**config.mk**
```make
export PLATFORM = sky130hd
export DESIGN_NAME = fetch_pipe_regs
export DESIGN_NICKNAME = d
export VERILOG_FILES = /design/src/rtl/fetch_pipe_regs.sv
export SDC_FILE = /design/constraint.sdc
export NUM_CORES = 1
export LEC_CHECK = 0
export CORE_MARGIN = 10
export CORE_UTILIZATION = 25
export CTS_CLUSTER_SIZE = 14
export DETAILED_ROUTE_END_ITERATION = 8
export GPL_TIMING_DRIVEN = 0
export PLACE_DENSITY = 0.47
export SLEW_MARGIN = 5
export SYNTH_ARGS = -nofsm -noshare
export SYNTH_HDL_FRONTEND = slang
export SYNTH_SLANG_ARGS = --single-unit
```
**constraint.sdc**
```tcl
create_clock -name clock -period 2.2 [get_ports clock]
set_input_delay 0.66 -clock clock [delete_from_list [all_inputs] [get_ports clock]]
set_output_delay 0.66 -clock clock [all_outputs]
set_load 0.01 [all_outputs]
```
**src/rtl/fetch_pipe_regs.sv**
```systemverilog
// PC register and IF/ID pipeline register with hazard-unit write enables, branch flush
// and a consecutive-stall watchdog. Optional perf counters under FETCH_PERF_CNT_EN.
module fetch_pipe_regs #(
  parameter logic [31:0] RESET_PC  = 32'h0000_0000,
  parameter logic [31:0] NOP_INSTR = 32'h0000_0000,
  parameter int unsigned MAX_STALL = 4
) (
  input  logic        clock,
  input  logic        reset,
  input  logic        hzdPcWrite,
  input  logic        hzdIfIdWrite,
  input  logic        flush,
  input  logic [31:0] branchTarget,
  input  logic [31:0] instrIn,
  output logic [31:0] pc,
  output logic [31:0] ifIdInstr,
  output logic [31:0] ifIdPcPlus4,
  output logic        ifIdValid,
  output logic        stallStuck
`ifdef FETCH_PERF_CNT_EN
  ,
  output logic [31:0] stallCount,
  output logic [31:0] flushCount
`endif
);

  localparam int unsigned XLEN  = 32;
  localparam int unsigned CNT_W = 8;
  localparam logic [CNT_W-1:0] CNT_SAT   = CNT_W'(255);
  localparam logic [CNT_W-1:0] STALL_LIM = CNT_W'(MAX_STALL);

  typedef struct packed {
    logic [XLEN-1:0] instr;
    logic [XLEN-1:0] pc_plus4;
    logic            valid;
  } if_id_t;

  localparam if_id_t IF_ID_BUBBLE = '{instr: NOP_INSTR, pc_plus4: '0, valid: 1'b0};

  logic [XLEN-1:0]  pc_q, pc_d;
  if_id_t           if_id_q, if_id_d;
  logic [CNT_W-1:0] stall_cnt_q, stall_cnt_d;
  logic             stuck_q, stuck_d;
  logic [XLEN-1:0]  pc_plus4;
  logic             stall_cycle;

  assign pc_plus4    = pc_q + XLEN'(4);
  assign stall_cycle = !flush && !hzdIfIdWrite;

  // Next-state: flush beats the hazard enables; reset is applied in the register.
  always_comb begin
    pc_d        = pc_q;
    if_id_d     = if_id_q;
    stall_cnt_d = stall_cnt_q;
    if (flush) begin
      pc_d        = branchTarget;
      if_id_d     = IF_ID_BUBBLE;
      stall_cnt_d = '0;
    end else begin
      if (hzdPcWrite) begin
        pc_d = pc_plus4;
      end
      if (hzdIfIdWrite) begin
        if_id_d     = '{instr: instrIn, pc_plus4: pc_plus4, valid: 1'b1};
        stall_cnt_d = '0;
      end else if (stall_cnt_q != CNT_SAT) begin
        stall_cnt_d = stall_cnt_q + CNT_W'(1);
      end
    end
    // Registered flag tracks the counter value it will hold after this edge.
    stuck_d = (stall_cnt_d >= STALL_LIM);
  end

  always_ff @(posedge clock) begin
    if (reset) begin
      pc_q        <= RESET_PC;
      if_id_q     <= IF_ID_BUBBLE;
      stall_cnt_q <= '0;
      stuck_q     <= 1'b0;
    end else begin
      pc_q        <= pc_d;
      if_id_q     <= if_id_d;
      stall_cnt_q <= stall_cnt_d;
      stuck_q     <= stuck_d;
    end
  end

  assign pc          = pc_q;
  assign ifIdInstr   = if_id_q.instr;
  assign ifIdPcPlus4 = if_id_q.pc_plus4;
  assign ifIdValid   = if_id_q.valid;
  assign stallStuck  = stuck_q;

`ifdef FETCH_PERF_CNT_EN
  logic [XLEN-1:0] stall_perf_q, stall_perf_d;
  logic [XLEN-1:0] flush_perf_q, flush_perf_d;

  // Free-running event counters, wrapping at 2^32.
  always_comb begin
    stall_perf_d = stall_perf_q;
    flush_perf_d = flush_perf_q;
    if (stall_cycle) begin
      stall_perf_d = stall_perf_q + XLEN'(1);
    end
    if (flush) begin
      flush_perf_d = flush_perf_q + XLEN'(1);
    end
  end

  always_ff @(posedge clock) begin
    if (reset) begin
      stall_perf_q <= '0;
      flush_perf_q <= '0;
    end else begin
      stall_perf_q <= stall_perf_d;
      flush_perf_q <= flush_perf_d;
    end
  end

  assign stallCount = stall_perf_q;
  assign flushCount = flush_perf_q;
`else
  logic unused_stall_cycle;
  assign unused_stall_cycle = stall_cycle;
`endif

endmodule

```
* After elaboration in Yosys (flattened, before gate mapping)
Index checks and enable logic that the tools add are counted.
** Cells by class
- $add $sub $neg :: 2
- Magnitude comparators :: 1
- Equal/unequal tests :: 1
- Mux-type cells :: 5
- Reductions and logical operators :: 2
** Operators with widths (count)
- 2-to-1 mux 32 bit :: 2
- adder 32 x 3 -> 32 bit, second input constant :: 1
- 2-to-1 mux 8 bit :: 3
- adder 8 x 1 -> 8 bit, second input constant :: 1
- >= comparator 8 x 3 -> 1 bit, second input constant :: 1
- inequality test 8 bit, second input constant :: 1
- nonzero test 2 bit :: 1
- OR reduction 2 bit :: 1
** Word-level totals
- Register bits after elaboration :: 106
- Input bits :: 69
- Output and inout port bits :: 98
- Logic and storage cells :: 17

* Longest topological paths before layout
Gate-level depths: netlist of the first run.
- Depth in word-level cells :: 5
- Depth in mapped cells :: 7
- Depth with buffers taken out :: 6

* Worst setup path before layout of the first run
OpenSTA, ideal clock, no wires.
- Path type :: flip-flop to flip-flop
- Start point :: reg pc_q[2], in the netlist pc[2]
- End point :: reg pc_q[16], in the netlist pc[16]
- Library setup time :: 68 ps
- Arrival time :: 1917 ps
- Data required time :: 2132 ps
- Path slack :: 215 ps
- Stages on the path, launching flop included :: 8
- Path buffers :: 1
- Period minus slack after synthesis :: 1985 ps
- Cell sequence :: dfxtp_1 > ha_1 > nand4_1 > or2_2 > clkbuf_1 > or3_1 > a21o_1 > a21oi_2
** Between the ends
- Word-level cells in the longest chain between the ends :: 3
** RTL lines
- from (decl) :: line 40 : logic [XLEN-1:0] pc_q, pc_d;
- from (signal assigned) :: line 81 : pc_q <= pc_d;
- adder 32 x 3 -> 32 bit :: line 47 : assign pc_plus4 = pc_q + XLEN'(4);
- 2-to-1 mux 32 bit :: line 60 : if (hzdPcWrite) begin
- 2-to-1 mux 32 bit :: line 55 : if (flush) begin
Every way passes these cells. The select of a mux whose other input is x is not followed.
A chain may end at the register's enable or synchronous reset.

* Worst setup path in the final report of the first run
- Start point :: reg pc_q[17], in the netlist pc[17]
- End point :: out pc[17]
** RTL lines
- to (decl) :: line 15 : output logic [31:0] pc,
No word-level cell between the ends.

==> results.toml, run 1 <==
[place]
hpwl_mm = 13.64
gp_congestion = 0.8487
port_buffers = 164
dpl.cell_count = 999

[synthesis]
yosysTopAreaCell = "dfxtp_1"
synth_nets = 641
synth_edf_count = 0
async_flop_share_pct = 0
syn_inst = 570
synth.avg_cell_area_um2 = 8.594
netlist.area_leader.share_pct = 43.32
synthTopCellsByArea = "dfxtp_1, mux2i_1, nor2_1"
ys_types = 42
synth.ff_latch_count = 106
yosysWarnings = 0
seq_area_frac_synth_pct = 43.32
syn-cell-area_um2 = 4898
ys.flop_type = "dfxtp_1"

[worst_setup_path]
r2r_slack_ns = 0.12
arrival_ns = 1.48
cp.depth = 1
slowest_delay_ns = 0.61
cp-start-kind = "flop"
cp_top_family = "buffers and inverters"
crit_fanout = 7
path_cells = "clkdlybuf4s50_1"
reg2reg_depth = 6
regToRegStartpoint = "pc[13]$_SDFFE_PP0N_"
worstSetupStartpoint = "pc[17]$_SDFFE_PP0N_"
required_ns = 1.54
cp-end-kind = "output port"
cpMaxStageDelayCell = "clkdlybuf4s50_1"
crit_buf_inv = 1
crit_end = "pc[17]"
r2r_end = "pc[19]$_SDFFE_PP0N_"
path_class = "reg -> out"

[drt]
drt_pass1_iterations = 4
ant_nets = 0
via_per_inst = 4.534
vias = 4625
drt_drc_violations_left = 0
routed_wl_mm = 17.68
wl_per_cell_um = 17.33
drt_iter0_drc = 207

[timing]
fmax_mhz = 466.6
final-max-slew-violation-count = 0
finClkSkew_ns = 0.006156
finalCritPeriodShare_pct = 97.41
rsz0062_at_grt = "true"
hold_viol_final = 0
tns_ns = 0
relSlewSlack_pct = 51.94
period_minus_slack_ns = 2.143
finalSetupViolations = 0
worst_pin_slew_ns = 0.7209

[global_routing]
grt_pass1_vias = 4808
grtUsageTotal_pct = 13.56
antenna_found_initial = 0
overflow = 0
grt_max_degree = 17
grt_pass1_wl_mm = 27.74

[layout]
utilization_pct = 37.60
finalNetCount = 821
instances_no_fill = 1020
fillers = 2031
diodes = 0
final_layout_size_suffix_gt1_share_pct = 7.020
seq_area_um2 = 2126
area_growth_pct = 48.91
mostFrequentLayoutCells = "clkdlybuf4s50_1, dfxtp_1, nor2_1"
multi_input_area_um2 = 2549
layout_commonest_cell = "clkdlybuf4s50_1"

[run_status]
status = "completed"

[clock_network]
clk_pin_slew_ns = 0.07
cts_root_buffer = "clkbuf_16"
insertion_delay_ns = 0.36
cts.path.max_buffers = 2
cts_tree = "done"
clock_sinks = 106
cts_buffers = 9
htree_levels = 3

[floorplanning]
io-pin-count = 167
start_util_pct = 25.25
rows = 51
core_area_um2 = 19400
die_h_um = 160.0
die_width_um = 160.0
dieArea_um2 = 25590

[power]
peakVddDrop_uv = 500.5
powerDensity_nw_per_um2 = 622.9
p_leak_uw = 0.002732
p_total_uw = 4544

[run]
drv_cap = 0

[worst_hold_path]
hold_class = "reg -> reg"
-- worst min-delay path by stage --
stage | start | to | depth (start not counted)
floorplan | stall_cnt_q[3]$_SDFF_PP0_ | stall_cnt_q[3]$_SDFF_PP0_ | 1
global placement | ifIdValid$_SDFFE_PP0P_ | ifIdValid$_SDFFE_PP0P_ | 2
detailed placement | ifIdValid$_SDFFE_PP0P_ | ifIdValid$_SDFFE_PP0P_ | 2
CTS | ifIdValid$_SDFFE_PP0P_ | ifIdValid$_SDFFE_PP0P_ | 2
global route | ifIdValid$_SDFFE_PP0P_ | ifIdValid$_SDFFE_PP0P_ | 2
finish | ifIdValid$_SDFFE_PP0P_ | ifIdValid$_SDFFE_PP0P_ | 2
-- power breakdown --
| group | leakage, uW | total, uW | switching [uW] | internal, uW |
|---|---|---|---|---|
| sequential | 0.000869 | 2090 | 86.7 | 2000 |
| clock | 0.000149 | 1780 | 748 | 1030 |
| combinational | 0.00171 | 679 | 309 | 369 |
-- cell usage after synthesis, drive strengths merged, types with 3 or more instances --
cell,count
a21oi,51
inv,23
a211oi,6
nor2,76
buf,11
nor3,9
mux2i,43
nand2,22
o21ai,28
and3,11
o21a,17
xor2,23
a31oi,4
nor4,5
clkbuf,33
or3,3
nand4,22
dfxtp,106
nand3,20
xnor2,32
and2,4
-- per-layer routing --
metal	vias up	wire length, um	GRT usage [%]
met4	0	172	2.963
met2	143	8263	22.33
met5	-	0	0
li1	2324	-	-
met3	14	1310	5.141
met1	2144	7930	16.43
-- stage by stage --
| step | hold slack, ns | area (um^2) | setup WS (ns) |
|---|---|---|---|
| after global placement | 0.4508 | 6872 | -0.8948 |
| final | 0.4825 | 7295 | 0.05699 |
| after floorplan | 0.4706 | 4898 | 0.2152 |
| after CTS | 0.4793 | 7227 | 0.02289 |
| after detailed placement | 0.4679 | 6872 | -0.9348 |
| after global routing | 0.5094 | 7295 | -0.03104 |
-- logic make-up after synthesis --
| group | Yosys count | share of synthesized area, % |
|---|---|---|
| compound gates | 115 | 13.72 |
| xor+xnor | 55 | 9.834 |
| fa+ha+maj | 2 | 0.5108 |
| buf+inv | 67 | 5.389 |
| flops | 106 | 43.32 |
| mux | 43 | 8.787 |
| simple gates | 182 | 18.44 |
-- final cells by class --
class | instances | area share [%]
multi-input combinational | 397 | 34.94
sequential | 106 | 29.14
timing repair buffer | 170 | 23.17
tap | 265 | 4.545
clock buffer | 12 | 3.379
buffer | 43 | 2.607
inverter | 23 | 1.184
clock inverter | 4 | 1.029
-- registers in the layout, indices dropped and copies added, names as in the netlist --
signal       count
ifIdInstr       32
ifIdValid        1
stallStuck       1
stall_cnt_q      8
ifIdPcPlus4     32
pc              32
-- repair_timing --
item                       4_1_cts  5_1_grt
gates resized for setup         18        8
setup endpoints to repair       75       75
setup buffers                    0        6
hold buffers                     0        0
No activity file was read; power rests on OpenSTA's default activity.
==> run 2: changes to the inputs <==
- GPL_ROUTABILITY_DRIVEN: unset -> 1
==> results of run 2 <==
Same layout as run 1: the final DEF is identical, and so are final timing and power.
==> run 3: changes to the inputs <==
- CORE_UTILIZATION: 25 -> 45
- PLACE_DENSITY: 0.47 -> 0.77
- SKIP_CTS_REPAIR_TIMING: unset -> 1
==> run 3 against run 2 <==
Critical endpoint is now pc[16]. Highest routed layer unchanged. Clock power fell by 31%. Cell count down 12%. Wire length decreased by 8.6%.
==> results.toml, run 3 (synthesis gave the netlist of run 1 again) <==
[worst_setup_path]
slowest_delay_ns = 0.61
cp_top_family = "buffers and inverters"
path_cells = "clkdlybuf4s50_1"
r2r_slack_ns = 0.09
crit_buf_inv = 1
cp-end-kind = "output port"
cp-start-kind = "flop"
crit_fanout = 7
required_ns = 1.54
arrival_ns = 1.51
cpMaxStageDelayCell = "clkdlybuf4s50_1"
path_class = "reg -> out"

[floorplanning]
io-pin-count = 167
core_area_um2 = 10750
die_width_um = 124.3
dieArea_um2 = 15460
rows = 38
die_h_um = 124.3
start_util_pct = 45.59

[timing]
rsz0062_at_grt = "true"
finalHoldWorstSlack_ns = 0.4848
fmax_mhz = 461.7
finalCritPeriodShare_pct = 98.44
final-max-slew-violation-count = 0
period_minus_slack_ns = 2.166
finClkSkew_ns = 0.009579
worst_pin_slew_ns = 0.6693
tns_ns = 0
relSlewSlack_pct = 54.97
hold_viol_final = 0
finalSetupViolations = 0

[power]
p_leak_uw = 0.002716
power_frac_clock_pct = 30.8
seq_power_share_pct = 52.2
p_sw_share_pct = 26.49
power.internal_uw = 2936
powerDensity_nw_per_um2 = 568.4
switching_power_uw = 1058
peakVddDrop_uv = 318.6
p_total_uw = 3995
p_comb_share_pct = 17.0

[drt]
routed_wl_mm = 16.15
drt_pass1_iterations = 5
drt_drc_violations_left = 0
via_per_inst = 5.345
drt_iter0_drc = 399
vias = 4778
wl_per_cell_um = 18.06
ant_nets = 0

[clock_network]
cts_tree = "done"
clock_sinks = 106
clk_pin_slew_ns = 0.10
insertion_delay_ns = 0.36
htree_levels = 3
cts.path.max_buffers = 2
cts_root_buffer = "clkbuf_8"
cts_buffers = 9

[place]
port_buffers = 164
hpwl_mm = 12.48
gp_congestion = 0.9318

[layout]
area_growth_pct = 43.47
layout_commonest_cell = "clkdlybuf4s50_1"
finalNetCount = 820
diodes = 0
fillers = 934
utilization_pct = 65.41
mostFrequentLayoutCells = "clkdlybuf4s50_1, dfxtp_1, nor2_1"
final_layout_size_suffix_gt1_share_pct = 6.366

[run_status]
status = "completed"

[global_routing]
grt_max_degree = 18
grtUsageTotal_pct = 19.93
antenna_found_initial = 0
overflow = 0
grt_pass1_wl_mm = 25.78
grt_pass1_vias = 4846

[worst_hold_path]
hold_class = "reg -> reg"

[run]
drv_cap = 0
run 3: routing by layer:
layer  global-route usage [%]  wire (um)  up-vias
li1                         -          -     2321
met1                    23.63       6701     2215
met2                    33.50       7764      210
met3                    5.532       1275       32
met4                    7.334        408        0
met5                        0          0        -
run 3: final cells by class:
| type | count | area, um^2 | area share [%] |
|---|---|---|---|
| plain buffers | 43 | 190.2 | 2.706 |
| repair buffers | 169 | 1684 | 23.96 |
| clock inverters | 5 | 62.56 | 0.8902 |
| multi-input cells | 397 | 2565 | 36.50 |
| clock buffers | 11 | 141.4 | 2.012 |
| flip-flops and latches | 106 | 2123 | 30.21 |
| well taps | 140 | 175.2 | 2.492 |
| inverters | 23 | 86.33 | 1.228 |
run 3: stage by stage:
step	worst slack (ns)	std cells	cell area, um^2
floorplan	0.2152	570	4898
global placement	-0.7598	874	6715
detailed placement	-0.7404	874	6715
CTS	-0.3575	890	6919
global route	-0.002306	894	7028
finish	0.03426	894	7028
run 3: worst register-to-register path: stages, from the launching register on:
cell	delay, ns
dfxtp_1	0.45
ha_2	0.30
nand4_1	0.16
or2_2	0.31
clkbuf_1	0.17
or3_1	0.34
a21o_1	0.20
a21oi_2	0.13
run 3: power by group through the flow:
stage	registers [uW]	clock network, uW	logic (uW)
after global placement	2120	0	659
after floorplan	2150	0	269
after CTS	2080	1260	678
after detailed placement	2130	0	673
after global routing	2100	1340	736
final	2080	1230	679
run 3: final timing paths:
check             cells after the start                   start                      to
hold / removal                        2  ifIdValid$_SDFFE_PP0P_  ifIdValid$_SDFFE_PP0P_
hold reg to reg                       2  ifIdValid$_SDFFE_PP0P_  ifIdValid$_SDFFE_PP0P_
setup reg to reg                      7      pc[3]$_SDFFE_PP0N_     pc[16]$_SDFFE_PP0N_
setup / recovery                      1     pc[16]$_SDFFE_PP0N_                  pc[16]
